**src/rtl/latch_arb_pkg.sv**
```systemverilog
`default_nettype none
// ============================================================================
// Module      : latch_arb_pkg
// Description : Shared types and constants for the latch enable arbiter:
//               FSM state encoding, open-counter width, gate-length limits.
// Revision    : 1.0 - initial release
// ============================================================================
package latch_arb_pkg;

    // Sequencer states; 2-bit encoding
    typedef enum logic [1:0] {
        IDLE  = 2'd0,
        SETUP = 2'd1,
        OPEN  = 2'd2,
        CLOSE = 2'd3
    } latch_arb_state_t;

    // Width of the gate-open down-counter
    localparam int LATCH_ARB_CW = 4;

    // Legal range of cycles the gate may be held open
    localparam int LATCH_ARB_OPEN_MIN = 1;
    localparam int LATCH_ARB_OPEN_MAX = 15;

    // Counter load value for a given open length, clamped into the legal
    // range so an out-of-range parameter can never wrap the counter.
    function automatic logic [LATCH_ARB_CW-1:0] latch_arb_open_load(input int open_cyc);
        int v_cyc;
        v_cyc = open_cyc;
        if (v_cyc < LATCH_ARB_OPEN_MIN) v_cyc = LATCH_ARB_OPEN_MIN;
        if (v_cyc > LATCH_ARB_OPEN_MAX) v_cyc = LATCH_ARB_OPEN_MAX;
        return LATCH_ARB_CW'(v_cyc - 1);
    endfunction

endpackage
`default_nettype wire

```
**src/rtl/latch_en_arbiter_if.sv**
```systemverilog
`default_nettype none
// ============================================================================
// Module      : latch_en_arbiter_if
// Description : Requester-side bundle of the latch enable arbiter: requests,
//               per-requester data, grants, done pulses and the latch drive.
// Revision    : 1.0 - initial release
// ============================================================================
interface latch_en_arbiter_if #(
    parameter int N_REQ = 4,
    parameter int DW    = 1
);
    logic [N_REQ-1:0]    i_req;
    logic [N_REQ*DW-1:0] i_a;
    logic [N_REQ-1:0]    o_gnt;
    logic [N_REQ-1:0]    o_done;
    logic                o_en;
    logic [DW-1:0]       o_a;
    logic                o_busy;

    // Requesters / environment side
    modport master (
        output i_req,
        output i_a,
        input  o_gnt,
        input  o_done,
        input  o_en,
        input  o_a,
        input  o_busy
    );

    // Arbiter side
    modport slave (
        input  i_req,
        input  i_a,
        output o_gnt,
        output o_done,
        output o_en,
        output o_a,
        output o_busy
    );
endinterface
`default_nettype wire

```
**src/rtl/latch_arb_pick.sv**
```systemverilog
`default_nettype none
// ============================================================================
// Module      : latch_arb_pick
// Description : Combinational winner selection for the latch enable arbiter.
//               LATCH_ARB_RR_EN defined   : round-robin search from i_ptr.
//               LATCH_ARB_RR_EN undefined : fixed priority, lowest index wins
//                                           (i_ptr is ignored).
// Revision    : 1.0 - initial release
// ============================================================================
module latch_arb_pick
    import latch_arb_pkg::*;
#(
    parameter int N_REQ = 4,
    parameter int PW    = 2
) (
    input  wire logic [N_REQ-1:0] i_req,
    input  wire logic [PW-1:0]    i_ptr,
    output logic      [N_REQ-1:0] o_win,
    output logic      [PW-1:0]    o_idx
);

`ifdef LATCH_ARB_RR_EN
    logic [PW-1:0] w_cand;
    logic          w_found;

    // Walk the requesters starting at the pointer; first set bit wins
    always_comb begin
        o_win   = '0;
        o_idx   = '0;
        w_cand  = '0;
        w_found = 1'b0;
        for (int i = 0; i < N_REQ; i++) begin
            w_cand = PW'((int'(i_ptr) + i) % N_REQ);
            if (!w_found && i_req[w_cand]) begin
                o_win[w_cand] = 1'b1;
                o_idx         = w_cand;
                w_found       = 1'b1;
            end
        end
    end
`else
    logic w_unused_ptr;
    assign w_unused_ptr = ^i_ptr;

    // Scan from the top down so the lowest set index is the last writer
    always_comb begin
        o_win = '0;
        o_idx = '0;
        for (int i = N_REQ - 1; i >= 0; i--) begin
            if (i_req[i]) begin
                o_win    = '0;
                o_win[i] = 1'b1;
                o_idx    = PW'(i);
            end
        end
    end
`endif

endmodule
`default_nettype wire

```
**src/rtl/latch_en_arbiter.sv**
```systemverilog
`default_nettype none
// ============================================================================
// Module      : latch_en_arbiter
// Description : Arbitrates N_REQ requesters onto one transparent latch and
//               sequences its gate SETUP -> OPEN (OPEN_CYC cycles) -> CLOSE so
//               the registered data is stable whenever the gate is high.
//               Macro LATCH_ARB_RR_EN selects round-robin arbitration
//               (default: fixed priority, lowest index wins).
// Revision    : 1.0 - initial release
// ============================================================================
module latch_en_arbiter
    import latch_arb_pkg::*;
#(
    parameter int N_REQ    = 4,
    parameter int DW       = 1,
    parameter int OPEN_CYC = 2
) (
    input wire logic          i_clk,
    input wire logic          i_rst_n,
    latch_en_arbiter_if.slave bus
);

    localparam int c_PW = (N_REQ > 1) ? $clog2(N_REQ) : 1;
    localparam logic [LATCH_ARB_CW-1:0] c_OPEN_LOAD = latch_arb_open_load(OPEN_CYC);
    localparam logic [LATCH_ARB_CW-1:0] c_CNT_ONE   = LATCH_ARB_CW'(1);

    latch_arb_state_t        r_state_q, w_state_d;
    logic [LATCH_ARB_CW-1:0] r_cnt_q,   w_cnt_d;
    logic [N_REQ-1:0]        r_gnt_q,   w_gnt_d;
    logic [N_REQ-1:0]        r_done_q,  w_done_d;
    logic                    r_en_q,    w_en_d;
    logic [DW-1:0]           r_a_q,     w_a_d;

    logic [c_PW-1:0]         w_ptr;
    logic [N_REQ-1:0]        w_win;
    logic [c_PW-1:0]         w_win_idx;
    logic [DW-1:0]           w_win_data;
    logic                    w_any_req;

    assign w_any_req = |bus.i_req;

    latch_arb_pick #(
        .N_REQ (N_REQ),
        .PW    (c_PW)
    ) u_pick (
        .i_req (bus.i_req),
        .i_ptr (w_ptr),
        .o_win (w_win),
        .o_idx (w_win_idx)
    );

`ifdef LATCH_ARB_RR_EN
    localparam logic [c_PW-1:0] c_LAST_IDX = c_PW'(N_REQ - 1);

    logic [c_PW-1:0] r_ptr_q, w_ptr_d;

    assign w_ptr = r_ptr_q;

    // Advance the search start past the winner, only when a grant is issued
    always_comb begin
        w_ptr_d = r_ptr_q;
        if (r_state_q == IDLE && w_any_req) begin
            w_ptr_d = (w_win_idx == c_LAST_IDX) ? '0 : w_win_idx + c_PW'(1);
        end
    end

    // Round-robin pointer register
    always_ff @(posedge i_clk) begin
        if (!i_rst_n) begin
            r_ptr_q <= '0;
        end else begin
            r_ptr_q <= w_ptr_d;
        end
    end
`else
    assign w_ptr = '0;
`endif

    // Winner's data slice; one-hot select keeps data of losers out entirely
    always_comb begin
        w_win_data = '0;
        for (int k = 0; k < N_REQ; k++) begin
            if (w_win[k]) begin
                w_win_data = bus.i_a[k*DW +: DW];
            end
        end
    end

    // Next-state and next-output logic; gate/done are decided one cycle
    // ahead so the outputs come straight from flops
    always_comb begin
        w_state_d = r_state_q;
        w_cnt_d   = r_cnt_q;
        w_gnt_d   = r_gnt_q;
        w_a_d     = r_a_q;
        w_en_d    = 1'b0;
        w_done_d  = '0;
        case (r_state_q)
            IDLE: begin
                if (w_any_req) begin
                    w_state_d = SETUP;
                    w_gnt_d   = w_win;
                    w_a_d     = w_win_data;
                end
            end
            SETUP: begin
                w_state_d = OPEN;
                w_cnt_d   = c_OPEN_LOAD;
                w_en_d    = 1'b1;
            end
            OPEN: begin
                if (r_cnt_q == '0) begin
                    w_state_d = CLOSE;
                    w_done_d  = r_gnt_q;
                end else begin
                    w_cnt_d = r_cnt_q - c_CNT_ONE;
                    w_en_d  = 1'b1;
                end
            end
            CLOSE: begin
                w_state_d = IDLE;
                w_gnt_d   = '0;
            end
            default: begin
                w_state_d = IDLE;
                w_gnt_d   = '0;
            end
        endcase
    end

    // State, counter and output registers with synchronous reset
    always_ff @(posedge i_clk) begin
        if (!i_rst_n) begin
            r_state_q <= IDLE;
            r_cnt_q   <= '0;
            r_gnt_q   <= '0;
            r_done_q  <= '0;
            r_en_q    <= 1'b0;
            r_a_q     <= '0;
        end else begin
            r_state_q <= w_state_d;
            r_cnt_q   <= w_cnt_d;
            r_gnt_q   <= w_gnt_d;
            r_done_q  <= w_done_d;
            r_en_q    <= w_en_d;
            r_a_q     <= w_a_d;
        end
    end

    assign bus.o_gnt  = r_gnt_q;
    assign bus.o_done = r_done_q;
    assign bus.o_en   = r_en_q;
    assign bus.o_a    = r_a_q;
    assign bus.o_busy = (r_state_q != IDLE);

endmodule
`default_nettype wire

```
**src/flat_wrapper.sv**
```systemverilog
// flat-port wrapper written by rule: the top's interface ports become plain ports
module latch_en_arbiter_flat import latch_arb_pkg::*;
#(
    parameter int N_REQ    = 4,
    parameter int DW       = 1,
    parameter int OPEN_CYC = 2
)
  (i_clk, i_rst_n, bus_i_req, bus_i_a, bus_o_gnt, bus_o_done, bus_o_en, bus_o_a, bus_o_busy);
  latch_en_arbiter_if #(.N_REQ(N_REQ), .DW(DW)) bus_i ();
  input wire logic i_clk;
  input wire logic i_rst_n;
  input wire logic [$bits(bus_i.i_req)-1:0] bus_i_req;
  input wire logic [$bits(bus_i.i_a)-1:0] bus_i_a;
  output wire logic [$bits(bus_i.o_gnt)-1:0] bus_o_gnt;
  output wire logic [$bits(bus_i.o_done)-1:0] bus_o_done;
  output wire logic [$bits(bus_i.o_en)-1:0] bus_o_en;
  output wire logic [$bits(bus_i.o_a)-1:0] bus_o_a;
  output wire logic [$bits(bus_i.o_busy)-1:0] bus_o_busy;
  assign bus_i.i_req = bus_i_req;
  assign bus_i.i_a = bus_i_a;
  assign bus_o_gnt = bus_i.o_gnt;
  assign bus_o_done = bus_i.o_done;
  assign bus_o_en = bus_i.o_en;
  assign bus_o_a = bus_i.o_a;
  assign bus_o_busy = bus_i.o_busy;
  latch_en_arbiter #(.N_REQ(N_REQ), .DW(DW), .OPEN_CYC(OPEN_CYC)) u_core (.i_clk(i_clk), .i_rst_n(i_rst_n), .bus(bus_i));
endmodule
```
**config.mk**
```make
export PLATFORM = sky130hd
export DESIGN_NAME = latch_en_arbiter_flat
export DESIGN_NICKNAME = d
export VERILOG_FILES = /design/src/rtl/latch_arb_pkg.sv /design/src/rtl/latch_en_arbiter_if.sv /design/src/rtl/latch_arb_pick.sv /design/src/rtl/latch_en_arbiter.sv /design/src/flat_wrapper.sv
export SDC_FILE = /design/constraint.sdc
export NUM_CORES = 1
export LEC_CHECK = 0
export ABC_AREA = 1
export CAP_MARGIN = 10
export CORE_MARGIN = 2
export CORE_UTILIZATION = 30
export CTS_BUF_LIST = sky130_fd_sc_hd__clkbuf_8 sky130_fd_sc_hd__clkbuf_16
export DETAILED_ROUTE_END_ITERATION = 6
export PLACE_DENSITY = 0.5
export SLEW_MARGIN = 10
export SYNTH_ARGS = -nofsm -noshare
export SYNTH_HDL_FRONTEND = slang
export SYNTH_SLANG_ARGS = --single-unit
export TNS_END_PERCENT = 10
```
**constraint.sdc**
```tcl
create_clock -name i_clk -period 2.1 [get_ports i_clk]
set_input_delay 0.42 -clock i_clk [delete_from_list [all_inputs] [get_ports i_clk]]
set_output_delay 0.42 -clock i_clk [all_outputs]
set_load 0.02 [all_outputs]
```
==> results of run 1 <==
==> cell usage in the layout, fill, tap and decap left out, types with 3 or more instances in the layout <==
cell type        count
clkdlybuf4s50_1     19
nand2_2              4
nand3_1             10
dfxtp_1             16
nor2_1              14
nand4_1              5
a21oi_1             10
clkbuf_8             4
ha_1                 6
nand3_2              3
inv_1               20
nand2_1             17
==> routing by layer <==
metal  wire length (µm)  global-route usage (%)  up-vias  share of wire (%)
li1                   -                       -      401                  -
met1                789                    13.5      361                 45
met2                886                    22.6        8                 51
met3                 51                    2.76        2                2.9
met4                 14                    3.06        0               0.80
met5                  0                       0        -                  0
==> report_power, final <==
| group | switching (mW) | internal, mW | total (mW) |
|---|---|---|---|
| Sequential | 0.0418 | 0.364 | 0.406 |
| Clock | 0.106 | 0.166 | 0.272 |
| Combinational | 0.314 | 0.222 | 0.535 |
| Total | 0.461 | 0.751 | 1.21 |
==> cell families (layout without fill, tap and decap cells) <==
group                      count (synthesis)  count (layout)  share of synthesized area [%]
and+or+nand+nor                           57              57                           34.5
buffers and inverters                     21              44                           10.4
DFF                                       16              16                           38.4
AOI/OAI and AO/OA                         11              11                           6.61
adders and majority gates                  6               6                           9.01
xor gates and xnor gates                   1               1                           1.05
==> area by class of cell <==
class	instances	area share, %
sequential	16	28.7
tap	31	3.48
inverter	20	6.73
clock buffer	4	4.94
timing repair buffer	20	17.8
multi-input combinational	75	38.3
==> worst paths after layout <==
kind | startpoint | endpoint | slack (ns) | cells past startpoint
setup / recovery | u_core.r_state_q[0] | bus_o_busy | 0.21 | 4
hold / removal | u_core.bus.o_gnt[0] | u_core.bus.o_done[0] | 0.45 | 2
setup reg to reg | u_core.r_state_q[0] | u_core.r_cnt_q[2] | 0.75 | 5
hold reg to reg | u_core.bus.o_gnt[0] | u_core.bus.o_done[0] | 0.45 | 2
==> sequential cells by signal (all words and copies together) (netlist names) <==
signal	cells
u_core.bus.o_gnt	4
u_core.bus.o_a	1
u_core.bus.o_en	1
u_core.bus.o_done	4
u_core.r_state_q	2
u_core.r_cnt_q	4
==> through the flow <==
| step | cell area (µm²) | std cells |
|---|---|---|
| after floorplan | 833 | 112 |
| after CTS | 1110 | 166 |
| after global routing | 1110 | 166 |
| after detailed placement | 1060 | 162 |
| final | 1110 | 166 |
| after global placement | 1060 | 162 |
==> worst min-delay path: stages, from the launching register on <==
cell	delay [ns]
dfxtp_1	0.32
inv_1	0.05
nor2_1	0.03
==> impl_results.md, run 1 <==
- Initial Util: between 30% and 40%
- Fmax: between 500 and 600 MHz
- YS warnings: 0
- Unique masters post-synth: 17
- Worst-path clk slew: about 0.070 ns
- Setup violations, final: 0
- Total CTS buffers: 3
- Post-synth design cell area: around 830 µm²
- Final worst setup slack: about 0.21 ns
- Share of post-route cells with drive strength above 1: 11.1%
- GRT Total Usage: between 10% and 20%
- Power consumption: approximately 1.2 mW
- Syn avg cell area: 7.44 µm²
- Die area: approximately 3200 µm²
- Asr flop ratio synth: 0%
- Area of the multi-input gates: around 430 µm²
- VDD IR max: approximately 540 µV
- Fin. Hold Viols: 0
- Post-Syn Nets: 128
- Most frequent CP cell: inv_1
- Storage element area: 320 µm²
- Post-synth top area share: between 30% and 40%
- Placeable Area: 2690 µm²
- Ranking of synthesized cells by area: dfxtp_1, ha_1, inv_1, nand2_1, nor2_1
- Pre-CTS setup slack: about 0.19 ns
- Final ANT Viol Nets: 0
- Routed len/inst: between 10 and 15 µm
- Nets@finish: roughly 150
- Most common cell in the netlist: inv_1
- Req. time, crit path: around 1.7 ns
- ANT cells: 0
- Root Buffer: clkbuf_8
- Worst setup EP type: output pin
- Row count: 19
- CP Buf/Inv Count: 3
- Max Clock Skew: roughly 0.0016 ns
- CTS Sinks: 16
- Largest net degree at the start of global routing: 12
- Drt pass-1 iters: 3
- HP Class: flop to flop
- Arr. time, crit path: roughly 1.5 ns
- CP Launch Type: flop
- Max FO, Critical Path: 7
- Cell family with most CP delay: buffers and inverters
- Initial antenna violation count: 0
- Area growth from synthesis to layout: 33.8%
- Post-DP HPWL: around 1400 µm
- CP max-delay cell: dfxtp_1
- Synth area leader: dfxtp_1
- Max_slew headroom: about 80%
- GR Overflow Total: 0
- Post-Route WL: 1740 µm
- Slowest stage delay, CP: about 0.38 ns
- I/O Buffers: 20
- Crit-path cells: inv_1 > ha_1 > inv_1 > dlygate4sd2_1
- Clock Path Buffers: 2
- Number of synthesized register bits: 16
- Slew @ Worst Pin: between 0.2 and 0.3 ns
- IO Count: 21
- DR vias/cell: about 4.7
- RSZ-0062 raised after global routing: false
- Hold-fix buffers, CTS: 0
- Final slew viol count: 0
- 1st-iter DRT viols: 21
- Post-route setup TNS: 0 ns
- Number of global-route vias before repair: roughly 770
- Lkg Pwr: 0.475 nW
- Setup Buffers After CTS: 0
- Status: completed
- Post_cts resized: 1
- Die height: between 50 and 60 µm
- Clock Latency Late Sink: between 0.2 and 0.25 ns
- Post-Synthesis Cells: between 100 and 150
- Most frequent cells after synthesis: inv_1, nand2_1, dfxtp_1, nor2_1
- Final core occ: 41.5%
- Post-synthesis sequential area ratio: slightly below 40%
- DRC: 0
- Fillers: 283
- Top_reg_cell synth: dfxtp_1
- Worst hold margin: approximately 0.45 ns
- Via count: between 700 and 800
- Die Wd: 56.7 µm
- H-tree levels: 1
- Crit Path Category: flop to output pin
- Min cycle time layout: about 1.9 ns
- Fin crit share: around nine tenths
- Cell Pwr Density: 1090 nW/µm²
- Post-synth EDFFs: 0
- Max Cap Violations: 0
- Global-route wire length before repair: 3130 µm
- GPL Wtd Cong: 0.817
- CTS tree: yes
Power figures use the tool's default switching activity.
==> run 2: changes to the inputs <==
--- a/config.mk
+++ b/config.mk
@@ -5,13 +5,14 @@
 export SDC_FILE = /design/constraint.sdc
 export NUM_CORES = 1
 export LEC_CHECK = 0
-export ABC_AREA = 1
+export ABC_AREA = 0
 export CAP_MARGIN = 10
 export CORE_MARGIN = 2
 export CORE_UTILIZATION = 30
 export CTS_BUF_LIST = sky130_fd_sc_hd__clkbuf_8 sky130_fd_sc_hd__clkbuf_16
+export CTS_CLUSTER_DIAMETER = 100
 export DETAILED_ROUTE_END_ITERATION = 6
-export PLACE_DENSITY = 0.5
+export PLACE_DENSITY = 0.51
 export SLEW_MARGIN = 10
 export SYNTH_ARGS = -nofsm -noshare
 export SYNTH_HDL_FRONTEND = slang
==> run 2 against run 1 <==
- setup slack gained 0.021 ns
- final area down 1.2%
- highest routed layer unchanged
- critical path type unchanged
- critical path depth stayed put
==> impl_results.md, run 2 <==
- Die height: 56.0 µm (-1.3%)
- Pre-CTS setup slack: 0.211 ns (+0.0217 ns)
- Fin. Hold Viols: 0 (unchanged)
- Arr. time, crit path: 1.45 ns (-0.02 ns)
- Post-Synthesis Cells: 87 (-22%)
- Fmax: 534 MHz (+1.1%)
- Worst-path clk slew: 0.06 ns (about the same)
- Worst reg2reg startpoint: u_core.r_state_q[0]
- CP Launch Type: flop
- YS warnings: 0 (unchanged)
- Drt pass-1 iters: 4 (+1)
- Seq pwr share: 33.3% (about the same)
- Worst setup EP type: output pin
- Die Wd: 56.0 µm (-1.3%)
- I/O Buffers: 20 (unchanged)
- Final slew viol count: 0 (unchanged)
- Routed len/inst: 12.3 µm (+17%)
- Hold Crit Start: u_core.bus.o_gnt[2]
- Post-DP HPWL: 1310 µm (-6.7%)
- Setup Buffers After CTS: 0 (unchanged)
- Final worst setup slack: 0.228 ns (+0.0208 ns)
- RSZ-0062 raised after global routing: false
- Most frequent cells in the layout: clkdlybuf4s50_1, dfxtp_1, inv_1
- CTS Sinks: 16 (unchanged)
- Area growth from synthesis to layout: 35.8%
- Max Cap Violations: 0 (unchanged)
- Post-synthesis sequential area ratio: 39.5% (+1.1 points)
- Synth area leader: dfxtp_1
- Final core occ: 43.7% (+2.2 points)
- DRC: 0 (unchanged)
- Status: completed
- Fillers: 265 (-6.4%)
- Initial Util: 32.1% (+1.1 points)
- Fin crit share: 89.2% (-0.99 points)
- Storage element area: 320 µm² (unchanged)
- Global-route wire length before repair: 3060 µm (-2.4%)
- Asr flop ratio synth: 0% (unchanged)
- Post-synth top area share: 39.5% (+1.1 points)
- Most common cell in the netlist: dfxtp_1
- Slowest stage delay, CP: 0.39 ns (about the same)
- Max FO, Critical Path: 8 (+1)
- HP Class: flop to flop
- GR Overflow Total: 0 (unchanged)
- R2r setup slk: 0.61 ns (-0.14 ns)
- Most frequent cells after synthesis: dfxtp_1, inv_1, nand2_1, ha_1, nand3_1
- Max Clock Skew: 0.00231 ns (+0.000719 ns)
- Nets@finish: 127 (-16%)
- WHS Path Cells: 2 (unchanged)
- Compound-Gate Fraction of Synth Area: 18.5% (+12 points)
- H-tree levels: 1 (unchanged)
- Number of global-route vias before repair: 695 (-9.2%)
- Slew @ Worst Pin: 0.373 ns (+0.0795 ns)
- VDD IR max: 581 µV (+7.0%)
- Share of post-route cells with drive strength above 1: 9.09% (-2.0 points)
- Cell family with most CP delay: buffers and inverters
- Post_cts resized: 1 (unchanged)
- DR vias/cell: 4.91 (+5.7%)
- ANT cells: 0 (unchanged)
- Most frequent CP cell: inv_1
- Syn avg cell area: 9.32 µm² (+25%)
- Post-synthesis xor/xnor area fraction: 1.08% (+0.029 points)
- Crit-path cells: inv_1 > ha_1 > inv_1 > dlygate4sd2_1
- Hold Path End: u_core.bus.o_gnt[2]
- Largest family of logic cells by synthesized area: simple AND/OR/NAND/NOR gates
- Clock Path Buffers: 2 (unchanged)
- CTS tree: yes
- Reg2Reg Depth: 5 (unchanged)
- Post-Route WL: 1720 µm (-1.3%)
- Post-synth EDFFs: 0 (unchanged)
- Min cycle time layout: 1.87 ns (-0.0208 ns)
- Number of synthesized register bits: 16 (unchanged)
- Root Buffer: clkbuf_8
- Ranking of synthesized cells by area: dfxtp_1, ha_1, inv_1, nand2_1, and2_1
- Via count: 688 (-11%)
- Cell Pwr Density: 1110 nW/µm² (+2.3%)
- Commonest non-fill, non-tap cell in the layout: clkdlybuf4s50_1
- Largest net degree at the start of global routing: 11 (-1)
- Max_slew headroom: 74.8% (-5.6 points)
- Top_reg_cell synth: dfxtp_1
- Logic pwr share: 44.3% (+0.2 points)
- Clock Latency Late Sink: 0.25 ns (about the same)
- Req. time, crit path: 1.68 ns (about the same)
- Unique masters post-synth: 33 (+16)
- Initial antenna violation count: 0 (unchanged)
- Post-synth design cell area: 811 µm² (-2.7%)
- Row count: 18 (-1)
- Area of the multi-input gates: 448 µm² (+5.0%)
- CP max-delay cell: dfxtp_1
- Post-Syn Nets: 103 (-20%)
- Post-route setup TNS: 0 ns (unchanged)
- Die area: 3130 µm² (-2.5%)
- CP Buf/Inv Count: 3 (unchanged)
- IO Count: 21 (unchanged)
- Power share of the clock group: 22.4% (about the same)
- Placeable Area: 2520 µm² (-6.1%)
- Adder-Cell Fraction of Synth Area: 9.26% (+0.25 points)
- Setup violations, final: 0 (unchanged)
- Reg-to-reg critical path endpoint: u_core.bus.o_gnt[3]
- Post-synthesis simple-gate area fraction: 23.9% (-11 points)
- Crit Path Category: flop to output pin
- Final ANT Viol Nets: 0 (unchanged)
- Mux cell area share after synthesis: 2.47% (+2.5 points)
- NetSw: 446 µW (-3.4%)
- 1st-iter DRT viols: 6 (-71%)
- Total CTS buffers: 3 (unchanged)
- Sw frac: 36.4% (-1.7 points)
- GPL Wtd Cong: 0.758 (-7.2%)
- GRT Total Usage: 12.3% (+0.26 points)
- Int Pwr: 780 µW (+3.8%)
- Lkg Pwr: 0.446 nW (-6.0%)
- Hold-fix buffers, CTS: 0 (unchanged)
==> run 2: cell types whose count changed after synthesis, sizes merged, moves of 4 or more <==
cell / delta
nand2: -13
nor2: -13
inv: -11
a21oi: -8
nand3: -8
nand4: -5
and2: +4
==> run 2: tightest hold or removal path, delay by kind of cell (launching register included) <==
family	cells	cell delay, ns
AND/OR/NAND/NOR	1	0.05
flip-flops	1	0.32
AO/OA/AOI/OAI	1	0.06
==> run 2: how the worst max path moves through the flow <==
stage	start	end	cells past startpoint
2_1_floorplan	u_core.r_state_q[0]	bus_o_busy	4
3_3_place_gp	bus_i_req[0]	u_core.r_state_q[0]	4
3_5_place_dp	u_core.r_state_q[0]	bus_o_busy	4
4_1_cts	u_core.r_state_q[0]	bus_o_busy	4
5_1_grt	u_core.r_state_q[0]	bus_o_busy	4
6_report	u_core.r_state_q[0]	bus_o_busy	4
==> run 2: metrics by stage <==
| step | power [mW] | instance area (µm²) | hold slack (ns) | cells |
|---|---|---|---|---|
| 6_report | 1.23 | 1100 | 0.485 | 140 |
| 5_1_grt | 1.32 | 1100 | 0.519 | 140 |
| 4_1_cts | 1.25 | 1100 | 0.484 | 140 |
| 3_5_place_dp | 0.974 | 1050 | 0.475 | 136 |
| 3_3_place_gp | 0.968 | 1050 | 0.479 | 136 |
| 2_1_floorplan | 0.788 | 811 | 0.468 | 87 |
==> run 2: metal layers <==
metal	routed length, µm	share of wire (%)	track usage [%]
met5	0	0	0
met4	9	0.52	4.08
met2	808	47	20.0
met3	115	6.7	5.58
met1	786	46	14.4
==> run 2: power groups by stage <==
stage	sequential, mW	combinational, mW	clock [mW]
final	0.408	0.543	0.275
after global routing	0.419	0.608	0.292
after CTS	0.410	0.550	0.285
after detailed placement	0.417	0.558	0
after global placement	0.414	0.554	0
after floorplan	0.442	0.347	0
==> run 2: kinds of logic (layout without fill, tap and decap cells) <==
family / after synthesis / after routing
flops: 16 / 16
simple gates: 32 / 32
fa+ha+maj: 6 / 6
compound gates: 19 / 19
buf+inv: 11 / 34
xor+xnor: 1 / 1
mux: 2 / 2
==> run 2: layout make-up <==
type	instances	share of cell area, %
Multi-Input combinational cell	60	40.7
Inverter	9	3.07
Timing Repair Buffer	21	18.7
Sequential cell	16	29.1
Tap cell	30	3.41
Clock buffer	4	5.00
==> run 3: changes to the inputs <==
--- a/config.mk
+++ b/config.mk
@@ -6,13 +6,13 @@
 export NUM_CORES = 1
 export LEC_CHECK = 0
 export ABC_AREA = 0
-export CAP_MARGIN = 10
+export CAP_MARGIN = 20
 export CORE_MARGIN = 2
 export CORE_UTILIZATION = 30
 export CTS_BUF_LIST = sky130_fd_sc_hd__clkbuf_8 sky130_fd_sc_hd__clkbuf_16
 export CTS_CLUSTER_DIAMETER = 100
 export DETAILED_ROUTE_END_ITERATION = 6
-export PLACE_DENSITY = 0.51
+export PLACE_DENSITY_LB_ADDON = 0.12
 export SLEW_MARGIN = 10
 export SYNTH_ARGS = -nofsm -noshare
 export SYNTH_HDL_FRONTEND = slang
==> run 3 against run 2 <==
- combinational power barely moved
- fmax fell by 1.0%
- clock power barely moved
- utilization did not move
- power rose by 0.18%
- die area did not move
- routed wire length fell by 0.99%
- hold slack got worse by 0.0026 ns
- sequential power barely moved
- flip-flop and latch count did not move
- critical path type unchanged
==> impl_results.md, run 3 (synthesis results as in run 2) <==
- Die Wd: 56.0 µm (unchanged)
- Crit-path cells: inv_1 > ha_1 > inv_1 > dlygate4sd2_1
- Setup violations, final: 0 (unchanged)
- CP max-delay cell: dfxtp_1
- Max_slew headroom: 68.5% (-6.3 points)
- Fin crit share: 90.1% (+0.94 points)
- Share of post-route cells with drive strength above 1: 9.09% (unchanged)
- RSZ-0062 raised after global routing: false
- Worst-path clk slew: 0.07 ns (about the same)
- Total CTS buffers: 3 (unchanged)
- Crit Path Category: flop to output pin
- Row count: 18 (unchanged)
- Post-DP HPWL: 1270 µm (-3.5%)
- Cell family with most CP delay: buffers and inverters
- Global-route wire length before repair: 2940 µm (-3.8%)
- Nets@finish: 127 (unchanged)
- Final ANT Viol Nets: 0 (unchanged)
- CTS tree: yes
- Req. time, crit path: 1.68 ns (about the same)
- Die area: 3130 µm² (unchanged)
- Post_cts resized: 1 (unchanged)
- ANT cells: 0 (unchanged)
- Final slew viol count: 0 (unchanged)
- CP Buf/Inv Count: 3 (unchanged)
- CTS Sinks: 16 (unchanged)
- Via count: 689 (+0.15%)
- Fmax: 529 MHz (-1.0%)
- Int Pwr: 779 µW (-0.18%)
- Max Clock Skew: 0.000749 ns (-0.00157 ns)
- Clock Path Buffers: 2 (unchanged)
- Worst setup EP type: output pin
- Post-route setup TNS: 0 ns (unchanged)
- GRT Total Usage: 11.7% (-0.58 points)
- VDD IR max: 669 µV (+15%)
- Largest net degree at the start of global routing: 13 (+2)
- Power share of the clock group: 22.4% (about the same)
- Inst Count DP: 136 (unchanged)
- CP Launch Type: flop
- GPL Wtd Cong: 0.791 (+4.3%)
- Post-Route WL: 1700 µm (-0.99%)
- Logic pwr share: 44.2% (about the same)
- Hold-fix buffers, CTS: 0 (unchanged)
- Setup Buffers After CTS: 0 (unchanged)
- Most frequent cells in the layout: clkdlybuf4s50_1, dfxtp_1, inv_1
- Routed len/inst: 12.2 µm (-0.99%)
- Arr. time, crit path: 1.47 ns (+0.02 ns)
- IO Count: 21 (unchanged)
- GR Overflow Total: 0 (unchanged)
- Number of global-route vias before repair: 668 (-3.9%)
- Slowest stage delay, CP: 0.40 ns (about the same)
- HP Class: flop to flop
- Initial Util: 32.1% (unchanged)
- Slew @ Worst Pin: 0.466 ns (+0.0933 ns)
- DRC: 0 (unchanged)
- Area growth from synthesis to layout: 35.8% (unchanged)
- Die height: 56.0 µm (unchanged)
- 1st-iter DRT viols: 4 (-2)
- Lkg Pwr: 0.446 nW (unchanged)
- Max Cap Violations: 0 (unchanged)
- Fin. Hold Viols: 0 (unchanged)
- Most frequent CP cell: inv_1
- Seq pwr share: 33.4% (about the same)
- Placeable Area: 2520 µm² (unchanged)
- Clock Latency Late Sink: 0.25 ns (about the same)
- H-tree levels: 1 (unchanged)
- NetSw: 449 µW (+0.82%)
- Initial antenna violation count: 0 (unchanged)
- I/O Buffers: 20 (unchanged)
- Sw frac: 36.6% (+0.23 points)
- Status: completed
- Commonest non-fill, non-tap cell in the layout: clkdlybuf4s50_1
- Min cycle time layout: 1.89 ns (+0.0198 ns)
- Drt pass-1 iters: 4 (unchanged)
- Max FO, Critical Path: 8 (unchanged)
- Root Buffer: clkbuf_8
- Cell Pwr Density: 1120 nW/µm² (+0.18%)
- Number of standard cells in the layout, taps in and fillers out: 140 (unchanged)
- DR vias/cell: 4.92 (+0.15%)
## run 3: area by class of cell
cell class                      count  area (µm²)
Clock buffer                        4        55.1
Tap cell                           30        37.5
Timing Repair Buffer               21         206
Multi-Input combinational cell     60         448
Fill cell                         257        1420
Sequential cell                    16         320
Inverter                            9        33.8
## run 3: routing by layer
metal  vias up  routed length [µm]  GRT usage, %
met3         2                  71          4.65
met4         0                   9          2.04
met1       320                 779          13.5
met2        14                 842          20.7
met5         -                   0             0
li1        353                   -             -
## run 3: worst paths after layout
path / slack, ns / from / cells past startpoint / end
max reg2reg: 0.57 / u_core.r_state_q[0] / 5 / u_core.bus.o_gnt[3]
min reg2reg: 0.48 / u_core.bus.o_gnt[0] / 2 / u_core.bus.o_gnt[0]
max: 0.21 / u_core.r_state_q[0] / 4 / bus_o_busy
min: 0.48 / u_core.bus.o_gnt[0] / 2 / u_core.bus.o_gnt[0]
## run 3: power by group through the flow
stage	clock network [mW]	registers [mW]	logic, mW
floorplan	0	0.442	0.347
global placement	0	0.413	0.550
detailed placement	0	0.414	0.553
CTS	0.286	0.411	0.547
global route	0.297	0.417	0.616
finish	0.275	0.410	0.543
## run 3: metrics by stage
| stage | setup WS (ns) | hold slack (ns) | instance area [µm²] | power, mW | utilization (%) |
|---|---|---|---|---|---|
| after floorplan | 0.768 | 0.468 | 811 | 0.788 | - |
| after global placement | 0.227 | 0.474 | 1050 | 0.963 | 41.5 |
| after detailed placement | 0.212 | 0.478 | 1050 | 0.968 | 41.5 |
| after CTS | 0.184 | 0.485 | 1100 | 1.24 | 43.7 |
| after global routing | 0.0855 | 0.511 | 1100 | 1.33 | 43.7 |
| final | 0.208 | 0.482 | 1100 | 1.23 | 43.7 |
## run 3: worst register-to-register path: cells and delay by family, from the launching register on
| family | cells | cell delay (ns) |
|---|---|---|
| compound gates | 1 | 0.24 |
| fa+ha+maj | 1 | 0.32 |
| buf+inv | 1 | 0.12 |
| flops | 1 | 0.35 |
| simple gates | 2 | 0.41 |
